$ cat src/rtl/s_axi_lite_regfile_v2.sv
// ---------------------------------------------------------------------------
// s_axi_lite_regfile_v2
//   AXI4-Lite slave register file: REG_NUM byte-strobed RW control words
//   followed by STS_NUM read-only status words in the word address map.
//   Writes to RO or unmapped words and reads of unmapped words return SLVERR.
//   Read and write channels run independent FSMs, with one transaction
//   outstanding per channel. Every READY/VALID is a flop.
//
// Build option:
//   AXIL_REGFILE_STS_RDCLR_EN  status words become sticky (|= sts_in every
//                              cycle) and are cleared by an accepted read;
//                              a bit set by sts_in on that same edge stays set.
//                              When undefined, status reads sample sts_in
//                              directly at the AR handshake.
//
// Ports:
//   S_AXI_ACLK / S_AXI_ARESET   clock, async active-high reset
//   S_AXI_AW* / W* / B*         write address / data / response channels
//   S_AXI_AR* / R*              read address / data channels
//   reg_out                     flattened RW words, word k at [k*DW +: DW]
//   reg_wr_pulse                one-cycle strobe per committed RW word
//   sts_in                      flattened status inputs (S_AXI_ACLK domain)
// ---------------------------------------------------------------------------

// One RW control word: byte-strobed update plus a commit strobe.
module s_axi_lite_regfile_v2_word #(
  parameter int DW = 32
) (
  input  logic          clk_i,
  input  logic          rst_i,
  input  logic          we_i,
  input  logic [DW/8-1:0] wstrb_i,
  input  logic [DW-1:0] wdata_i,
  output logic [DW-1:0] q_o,
  output logic          pulse_o
);
  logic [DW-1:0] word_q;
  logic          pulse_q;

  always_ff @(posedge clk_i or posedge rst_i) begin
    if (rst_i) begin
      word_q  <= '0;
      pulse_q <= 1'b0;
    end else begin
      pulse_q <= we_i;
      if (we_i) begin
        for (int b = 0; b < DW/8; b++) begin
          if (wstrb_i[b]) word_q[b*8 +: 8] <= wdata_i[b*8 +: 8];
        end
      end
    end
  end

  assign q_o     = word_q;
  assign pulse_o = pulse_q;
endmodule

module s_axi_lite_regfile_v2 #(
  parameter int          REG_NUM            = 8,
  parameter int          STS_NUM            = 4,
  parameter int          C_S_AXI_DATA_WIDTH = 32,
  parameter int          C_S_AXI_ADDR_WIDTH = 8,
  parameter logic [31:0] ERR_RDATA          = 32'hAAAA_5555
) (
  input  logic                                  S_AXI_ACLK,
  input  logic                                  S_AXI_ARESET,
  // write address
  input  logic [C_S_AXI_ADDR_WIDTH-1:0]         S_AXI_AWADDR,
  input  logic [2:0]                            S_AXI_AWPROT,
  input  logic                                  S_AXI_AWVALID,
  output logic                                  S_AXI_AWREADY,
  // write data
  input  logic [C_S_AXI_DATA_WIDTH-1:0]         S_AXI_WDATA,
  input  logic [C_S_AXI_DATA_WIDTH/8-1:0]       S_AXI_WSTRB,
  input  logic                                  S_AXI_WVALID,
  output logic                                  S_AXI_WREADY,
  // write response
  output logic [1:0]                            S_AXI_BRESP,
  output logic                                  S_AXI_BVALID,
  input  logic                                  S_AXI_BREADY,
  // read address
  input  logic [C_S_AXI_ADDR_WIDTH-1:0]         S_AXI_ARADDR,
  input  logic [2:0]                            S_AXI_ARPROT,
  input  logic                                  S_AXI_ARVALID,
  output logic                                  S_AXI_ARREADY,
  // read data
  output logic [C_S_AXI_DATA_WIDTH-1:0]         S_AXI_RDATA,
  output logic [1:0]                            S_AXI_RRESP,
  output logic                                  S_AXI_RVALID,
  input  logic                                  S_AXI_RREADY,
  // fabric side
  output logic [REG_NUM*C_S_AXI_DATA_WIDTH-1:0] reg_out,
  output logic [REG_NUM-1:0]                    reg_wr_pulse,
  input  logic [STS_NUM*C_S_AXI_DATA_WIDTH-1:0] sts_in
);
  localparam int DW       = C_S_AXI_DATA_WIDTH;
  localparam int ADDR_LSB = $clog2(DW/8);
  localparam int IDX_W    = C_S_AXI_ADDR_WIDTH - ADDR_LSB;
  localparam logic [DW-1:0] ERR_WORD = DW'(ERR_RDATA);
  localparam logic [1:0] RESP_OKAY   = 2'b00;
  localparam logic [1:0] RESP_SLVERR = 2'b10;

  typedef enum logic [1:0] { W_IDLE, W_COMMIT, W_RESP } wr_state_e;
  typedef enum logic       { R_IDLE, R_RESP }           rd_state_e;

  logic clk, rst;
  assign clk = S_AXI_ACLK;
  assign rst = S_AXI_ARESET;

  // Protection bits and sub-word address bits carry no meaning here.
  logic unused_ok;
  assign unused_ok = ^{S_AXI_AWPROT, S_AXI_ARPROT,
                       S_AXI_AWADDR[ADDR_LSB-1:0], S_AXI_ARADDR[ADDR_LSB-1:0]};

  // -------------------------------------------------------------------------
  // Write channel
  // -------------------------------------------------------------------------
  wr_state_e           wr_state_q, wr_state_d;
  logic                aw_done_q, aw_done_d, w_done_q, w_done_d;
  logic                awready_q, awready_d, wready_q, wready_d;
  logic                bvalid_q, bvalid_d;
  logic [1:0]          bresp_q, bresp_d;
  logic [IDX_W-1:0]    widx_q;
  logic [DW-1:0]       wdata_q;
  logic [DW/8-1:0]     wstrb_q;
  logic                aw_hs, w_hs, wr_commit, wr_legal;
  logic [31:0]         widx32;

  assign aw_hs     = awready_q & S_AXI_AWVALID;
  assign w_hs      = wready_q  & S_AXI_WVALID;
  assign widx32    = 32'(widx_q);
  assign wr_legal  = widx32 < 32'(REG_NUM);
  assign wr_commit = (wr_state_q == W_COMMIT);

  always_comb begin
    wr_state_d = wr_state_q;
    aw_done_d  = aw_done_q;
    w_done_d   = w_done_q;
    bresp_d    = bresp_q;
    bvalid_d   = 1'b0;
    case (wr_state_q)
      W_IDLE: begin
        if (aw_hs) aw_done_d = 1'b1;
        if (w_hs)  w_done_d  = 1'b1;
        if (aw_done_d && w_done_d) wr_state_d = W_COMMIT;
      end
      W_COMMIT: begin
        aw_done_d  = 1'b0;
        w_done_d   = 1'b0;
        bresp_d    = wr_legal ? RESP_OKAY : RESP_SLVERR;
        wr_state_d = W_RESP;
      end
      W_RESP: begin
        // BVALID rises one cycle after the commit edge and drops on handshake.
        bvalid_d = !(bvalid_q && S_AXI_BREADY);
        if (bvalid_q && S_AXI_BREADY) wr_state_d = W_IDLE;
      end
      default: wr_state_d = W_IDLE;
    endcase
    awready_d = (wr_state_d == W_IDLE) && !aw_done_d;
    wready_d  = (wr_state_d == W_IDLE) && !w_done_d;
  end

  always_ff @(posedge clk or posedge rst) begin
    if (rst) begin
      wr_state_q <= W_IDLE;
      aw_done_q  <= 1'b0;
      w_done_q   <= 1'b0;
      awready_q  <= 1'b0;
      wready_q   <= 1'b0;
      bvalid_q   <= 1'b0;
      bresp_q    <= RESP_OKAY;
      widx_q     <= '0;
      wdata_q    <= '0;
      wstrb_q    <= '0;
    end else begin
      wr_state_q <= wr_state_d;
      aw_done_q  <= aw_done_d;
      w_done_q   <= w_done_d;
      awready_q  <= awready_d;
      wready_q   <= wready_d;
      bvalid_q   <= bvalid_d;
      bresp_q    <= bresp_d;
      if (aw_hs) widx_q <= S_AXI_AWADDR[C_S_AXI_ADDR_WIDTH-1:ADDR_LSB];
      if (w_hs) begin
        wdata_q <= S_AXI_WDATA;
        wstrb_q <= S_AXI_WSTRB;
      end
    end
  end

  assign S_AXI_AWREADY = awready_q;
  assign S_AXI_WREADY  = wready_q;
  assign S_AXI_BVALID  = bvalid_q;
  assign S_AXI_BRESP   = bresp_q;

  // -------------------------------------------------------------------------
  // RW control words
  // -------------------------------------------------------------------------
  logic [REG_NUM-1:0][DW-1:0] reg_q;
  logic [REG_NUM-1:0]         reg_we;

  for (genvar k = 0; k < REG_NUM; k++) begin : g_word
    assign reg_we[k] = wr_commit && (widx32 == 32'(k));
    s_axi_lite_regfile_v2_word #(.DW(DW)) u_word (
      .clk_i   (clk),
      .rst_i   (rst),
      .we_i    (reg_we[k]),
      .wstrb_i (wstrb_q),
      .wdata_i (wdata_q),
      .q_o     (reg_q[k]),
      .pulse_o (reg_wr_pulse[k])
    );
  end

  assign reg_out = reg_q;

  // -------------------------------------------------------------------------
  // Status words
  // -------------------------------------------------------------------------
  logic [STS_NUM-1:0][DW-1:0] sts_in_w, sts_rd;
  logic                       ar_hs;
  logic [31:0]                ridx32;

  assign sts_in_w = sts_in;
  assign ridx32   = 32'(S_AXI_ARADDR[C_S_AXI_ADDR_WIDTH-1:ADDR_LSB]);

`ifdef AXIL_REGFILE_STS_RDCLR_EN
  logic [STS_NUM-1:0][DW-1:0] sts_q, sts_d;
  logic [STS_NUM-1:0]         sts_clr;

  // Clear-on-read happens on the AR handshake edge; new sts_in bits OR in
  // after the clear so a concurrent set is never lost.
  always_comb begin
    for (int j = 0; j < STS_NUM; j++) begin
      sts_clr[j] = ar_hs && (ridx32 == 32'(REG_NUM + j));
      sts_d[j]   = (sts_clr[j] ? '0 : sts_q[j]) | sts_in_w[j];
    end
  end

  always_ff @(posedge clk or posedge rst) begin
    if (rst) sts_q <= '0;
    else     sts_q <= sts_d;
  end

  assign sts_rd = sts_q;
`else
  assign sts_rd = sts_in_w;
`endif

  // -------------------------------------------------------------------------
  // Read channel
  // -------------------------------------------------------------------------
  rd_state_e      rd_state_q, rd_state_d;
  logic           arready_q, arready_d, rvalid_q, rvalid_d;
  logic [DW-1:0]  rdata_q, rdata_d, rd_mux;
  logic [1:0]     rresp_q, rresp_d;
  logic           rd_err;

  assign ar_hs = arready_q & S_AXI_ARVALID;

  always_comb begin
    rd_mux = ERR_WORD;
    rd_err = 1'b1;
    for (int k = 0; k < REG_NUM; k++) begin
      if (ridx32 == 32'(k)) begin
        rd_mux = reg_q[k];
        rd_err = 1'b0;
      end
    end
    for (int j = 0; j < STS_NUM; j++) begin
      if (ridx32 == 32'(REG_NUM + j)) begin
        rd_mux = sts_rd[j];
        rd_err = 1'b0;
      end
    end
  end

  // Data is captured on the handshake edge (so a write committing on that
  // same edge is not seen); RVALID follows one edge later.
  always_comb begin
    rd_state_d = rd_state_q;
    rdata_d    = rdata_q;
    rresp_d    = rresp_q;
    rvalid_d   = 1'b0;
    case (rd_state_q)
      R_IDLE: begin
        if (ar_hs) begin
          rdata_d    = rd_mux;
          rresp_d    = rd_err ? RESP_SLVERR : RESP_OKAY;
          rd_state_d = R_RESP;
        end
      end
      R_RESP: begin
        rvalid_d = !(rvalid_q && S_AXI_RREADY);
        if (rvalid_q && S_AXI_RREADY) rd_state_d = R_IDLE;
      end
      default: rd_state_d = R_IDLE;
    endcase
    arready_d = (rd_state_d == R_IDLE);
  end

  always_ff @(posedge clk or posedge rst) begin
    if (rst) begin
      rd_state_q <= R_IDLE;
      arready_q  <= 1'b0;
      rvalid_q   <= 1'b0;
      rdata_q    <= '0;
      rresp_q    <= RESP_OKAY;
    end else begin
      rd_state_q <= rd_state_d;
      arready_q  <= arready_d;
      rvalid_q   <= rvalid_d;
      rdata_q    <= rdata_d;
      rresp_q    <= rresp_d;
    end
  end

  assign S_AXI_ARREADY = arready_q;
  assign S_AXI_RVALID  = rvalid_q;
  assign S_AXI_RDATA   = rdata_q;
  assign S_AXI_RRESP   = rresp_q;
endmodule

$ cat config.mk
export PLATFORM = sky130hd
export DESIGN_NAME = s_axi_lite_regfile_v2
export DESIGN_NICKNAME = d
export VERILOG_FILES = /design/src/rtl/s_axi_lite_regfile_v2.sv
export SDC_FILE = /design/constraint.sdc
export NUM_CORES = 1
export LEC_CHECK = 0
export CAP_MARGIN = 10
export CORE_AREA = 2 2 196 198
export CTS_BUF_LIST = sky130_fd_sc_hd__clkbuf_2
export DETAILED_ROUTE_END_ITERATION = 8
export DIE_AREA = 0 0 198 200
export PLACE_DENSITY = 0.7
export RECOVER_POWER = 25
export SLEW_MARGIN = 20
export SYNTH_ARGS = -nofsm -noshare
export SYNTH_HDL_FRONTEND = slang
export SYNTH_HIERARCHICAL = 1
export SYNTH_SLANG_ARGS = --single-unit
$ cat constraint.sdc
create_clock -name S_AXI_ACLK -period 8.06 [get_ports S_AXI_ACLK]
set_clock_uncertainty 0.1 [all_clocks]
set_input_delay 1.612 -clock S_AXI_ACLK [delete_from_list [all_inputs] [get_ports S_AXI_ACLK]]
set_output_delay 1.612 -clock S_AXI_ACLK [all_outputs]
set_load 0.03 [all_outputs]
After elaboration in Yosys (flattened, before gate mapping)
Index checks and enable logic that the tools add are counted.

Register bits after elaboration: 352. Bits in latches: 0. Memory bits (writable): 0. Bits in read-only memories: 0. Bits of input ports: 193. Output and inout port bits: 305. Word-level logic and storage cells: 175. Memories kept: 0.

$add $sub $neg: 0. Multiply operators: 0. Divide/modulo/power cells: 0. Magnitude comparators: 1. Equal/unequal tests: 20. Shift-type cells: 0. Mux-type cells: 40. Bitwise logic cells: 5. Reductions and logical operators: 54.

Operators by type and width (count): 32-bit two-way mux (12); 2-bit AND reduction (33); 32-bit logical NOT (2); 6-bit by 3-bit == test with 1-bit output, second input constant (8); 6-bit by 2-bit == test with 1-bit output, second input constant (4); 6-bit by 4-bit == test with 1-bit output, second input constant (4); 1-bit two-way mux (20); 1-bit logical AND (13); 6-bit by 1-bit == test with 1-bit output, second input constant (2); 2-bit two-way mux (4); 6-bit by 4-bit < comparator with 1-bit output, second input constant (1); 1-bit one-hot mux with 2 select lines (3); 2-bit one-hot mux with 3 select lines (1); 1-bit logical NOT (4); 2-bit logical NOT (2); 1-bit AND (3); 2-bit by 1-bit == test with 1-bit output, second input constant (1); 2-bit == test, second input constant (1); 1-bit NOT (2).

Logic depth before layout (Yosys ltp)
Depth in word-level cells: 14. Depth in mapped cells: 9.

Cells and area by module
Netlist, hierarchy kept.

By module, submodules not included: s_axi_lite_regfile_v2_word (instances 8, cells an instance 70, area an instance 1214.9 µm², seq. area each 825.8 µm²); s_axi_lite_regfile_v2 (instances 1, cells an instance 695, area an instance 5945.7 µm², seq. area each 2152.1 µm²).

Worst setup path before layout
OpenSTA, ideal clock, no wires.

Path type: input -> register. Start: input S_AXI_ARADDR[7]. End: register rdata_q[30], in the netlist S_AXI_RDATA[30]. Arrival: 3.162 ns. Path slack: 4.721 ns. Stages on the path: 7. Path through: buf_2 > or4b_4 > nor2_8 > a222oi_1 > and3_1 > o311a_1 > o21ai_1.

Word-level cells in the longest chain between the ends: 13. Elaborated cells on any way between the ends: 24. Classes of those cells: eq/ne: 11; mux: 12; reduce/logical: 1.

RTL lines: start: declaration (line 82) `input logic [C_S_AXI_ADDR_WIDTH-1:0] S_AXI_ARADDR,`; 32-bit logical NOT (line 266) `if (ridx32 == 32'(k)) begin`; 32-bit two-way mux (8 in series) (line 266); 32-bit two-way mux (3 in series) (line 272) `if (ridx32 == 32'(REG_NUM + j)) begin`; 32-bit two-way mux (*) (line 272); end signal: assignment (line 314) `rdata_q <= rdata_d;`; end: declaration (line 256) `logic [DW-1:0] rdata_q, rdata_d, rd_mux;`.

Every way passes the cells marked *; elsewhere a longest branch is shown, timed or not. A chain may end at the register's enable or synchronous reset.

Final worst setup path
Start: input S_AXI_ARVALID. End: register rdata_q[0], in the netlist S_AXI_RDATA[0].

Word-level cells in the longest chain between the ends: 2.

RTL lines: start: declaration (line 84) `input logic S_AXI_ARVALID,`; 1-bit AND (line 260) `assign ar_hs = arready_q & S_AXI_ARVALID;`; 2-bit AND reduction (no source line).

Every way passes these cells.

==> reports/results.tsv <==
metric	value	unit
Max Clock Freq	198	MHz
Top FF cell, synth	dfrtp_1	
Power, Total	6.55	mW
# resized after CTS	0	
Arr. time, crit path	5830	ps
Fillers	3205	
crit-path max FO	25	
DP Cell Count	2220	
reg2reg setup slack	3720	ps
WL/cell	31.2	microns
share of cells above drive strength 1	0.282	
vias per inst	6.02	
most common cell after layout, fill and taps aside	clkdlybuf4s50_1	
Die Span Y	200	microns
period utilization	0.627	
Final WS setup	3000	ps
CP Class	input pin to flop	
Core Box Area	37400	sq um
ranking of synthesized cells by area	dfrtp_1 (56%), mux2_2 (21%), o22ai_1 (2.7%)	
Synth top area share	0.559	
Synth cell types	56	
Setup WS pre-CTS	2980	ps
largest net degree at the start of global routing	53	
DRC violation count after routing	0	
Ys Warns	6	
GRT Residual Overflow	0	
most frequent cells in the layout	clkdlybuf4s50_1 (479), dfrtp_1 (350), mux2_2 (299)	
Post-Layout Cell Count	2379	
post-route antenna net violation count	0	
Hold WS	389	ps
VDD IR max	205	uV
placement row count	71	
global-route wire length before repair	103000	microns
setup TNS	0	ps
grt met2 use	0.603	
Syn Area/Cell	12.5	sq um
pwr/cell area	298	nW/um^2
PortBufs	485	
hold buffer count at CTS	0	
Chip Width	198	microns
Final Hold Fails	0	
Reg area	8760	sq um
Synth Instances	1255	
CP endpoint kind	flop	
DR vias	14300	
vias in the first global route	14800	
max-cap violations	11	
Nets	1994	
GRT Overall Usage	0.371	
clock net sink count	350	
Routed WL	74200	microns
Setup Buffers After CTS	0	
drt pass-1 iters	6	
Final Slew Violations	385	
Post-Syn Area	15700	sq um
Global Route met3 Usage	0.125	
worst-case clock buffer depth	3	
initial antenna violation count	8	
area of the multi-input gates	6630	sq um
EDFF count, synth	0	
violated checks	max-capacitance violations, max-slew violations	
register area share after synthesis	0.559	
Reg clk slew, reported paths	100	ps
Num CTS Buffers	90	
Initial Utilization	0.419	
Max transition margin	-1.07	
worst slew pin tran	3100	ps
RSZ-0062 raised after global routing	false	
Crit path required time	8830	ps
LEAKAGE	9.94	nW
Initial DRC Count	1092	
most crowded layer after global routing	met2	
Root Buffer	clkbuf_2	
Die Area	39600	sq um
worst-skew pair later-pin latency	1000	ps
asr flop ratio synth	1.00	
gpl congestion	0.908	
Post-DP HPWL	49700	microns
Setup Viol. Count Final	0	
Hold Crit Class	flop to flop	
# H-tree levels	3	
min Tclk post-route	5060	ps
io pins	498	
CTS tree	done	
#FFs+latches synth	350	
Layout area overhead	40.2	%
Synth area leader	dfrtp_1	
outcome	complete, but fails checks	
met1 Track Usage GR	0.449	
Critical Path Source Type	input pin	
[state kept, by name, indices dropped and copies added, names as in the netlist]
| register | cells |
|---|---|
| S_AXI_BVALID | 1 |
| aw_done_q | 1 |
| S_AXI_RRESP | 1 |
| S_AXI_RDATA | 32 |
| S_AXI_WREADY | 1 |
| S_AXI_AWREADY | 1 |
| S_AXI_ARREADY | 1 |
| rd_state_q | 1 |
| g_word.u_word/pulse_o | 8 |
| w_done_q | 1 |
| g_word.u_word/q_o | 256 |
| widx_q | 6 |
| wr_state_q | 2 |
| S_AXI_BRESP | 1 |
| wdata_q | 32 |
| S_AXI_RVALID | 1 |
| wstrb_q | 4 |
[cell usage after synthesis (2+ instances only)]
library cell / n
a211oi_1: 6
a21oi_1: 39
a221o_1: 8
a221oi_1: 17
a222oi_1: 4
a22o_1: 2
a22oi_1: 47
a31oi_1: 10
and3_1: 7
and3b_1: 2
buf_2: 17
buf_4: 4
clkbuf_1: 35
dfrtp_1: 350
inv_1: 15
mux2_2: 299
nand2_1: 43
nand2_2: 32
nand2b_1: 6
nand3_1: 14
nand3b_1: 2
nand4_1: 4
nor2_1: 76
nor2_2: 3
nor2b_1: 3
nor3_1: 30
nor4_1: 8
nor4b_1: 3
o2111ai_1: 3
o21ai_0: 39
o21ai_1: 4
o221a_2: 4
o221ai_1: 15
o22ai_1: 67
o31ai_1: 6
o41ai_2: 2
or2_2: 4
or3_1: 6
or4b_4: 2
[cell type report]
cell class	count	share of cell area
Inverter	15	0.00279
Clock inverter	24	0.00803
Timing Repair Buffer	511	0.229
Antenna cell	7	0.000798
Multi-Input combinational cell	833	0.302
Sequential cell	350	0.399
Tap cell	511	0.0291
Clock buffer	128	0.0292
[path summary, 6_finish.rpt]
check	to	startpoint	depth (start not counted)
worst max-delay path	S_AXI_RDATA[0]$_DFFE_PP0P_	S_AXI_ARVALID	8
worst min-delay path	S_AXI_RDATA[14]$_DFFE_PP0P_	S_AXI_RDATA[14]$_DFFE_PP0P_	2
worst max register to register	S_AXI_RDATA[0]$_DFFE_PP0P_	rd_state_q$_DFF_PP0_	7
worst min register to register	S_AXI_RDATA[14]$_DFFE_PP0P_	S_AXI_RDATA[14]$_DFFE_PP0P_	2
max in group asynchronous	wdata_q[5]$_DFFE_PP0P_	S_AXI_ARESET	3
min in group asynchronous	aw_done_q$_DFF_PP0_	S_AXI_ARESET	2
[per-layer routing]
metal / wire (microns) / vias to the layer above
li1: - / 5887
met1: 28600 / 7299
met2: 34800 / 921
met3: 7730 / 205
met4: 3040 / 8
met5: 132 / -
[cell families (layout without fill, tap and decap cells)]
group	count (synthesis)	count (layout)	share of synthesized area
flip-flops	350	350	0.559
multiplexers	300	300	0.216
AO/OA/AOI/OAI	279	279	0.122
AND/OR/NAND/NOR	251	251	0.0824
buffers and inverters	73	678	0.0203
other	1	9	0.000239
XOR/XNOR	1	1	0.000559
[report_power, final]
part           internal (mW)  total [mW]  switching [mW]
combinational           1.10        2.48            1.38
clock                  0.517        1.26           0.740
sequential              2.23        2.82           0.584
total                   3.85        6.55            2.71
[through the flow]
step	util	area, sq um
detailed placement	0.565	21100
floorplan	-	15700
finish	0.587	22000
global route	0.587	22000
CTS	0.587	22000
global placement	0.565	21100
[worst max-delay path, cell delays in order]
cell           delay [ps]
dlygate4sd3_1         540
and3b_1               160
clkbuf_1             1630
o21ai_2               880
a221oi_1              450
nand2_1               100
a31oi_1               340
nor3_1                100
No activity file was read; power rests on OpenSTA's default activity.
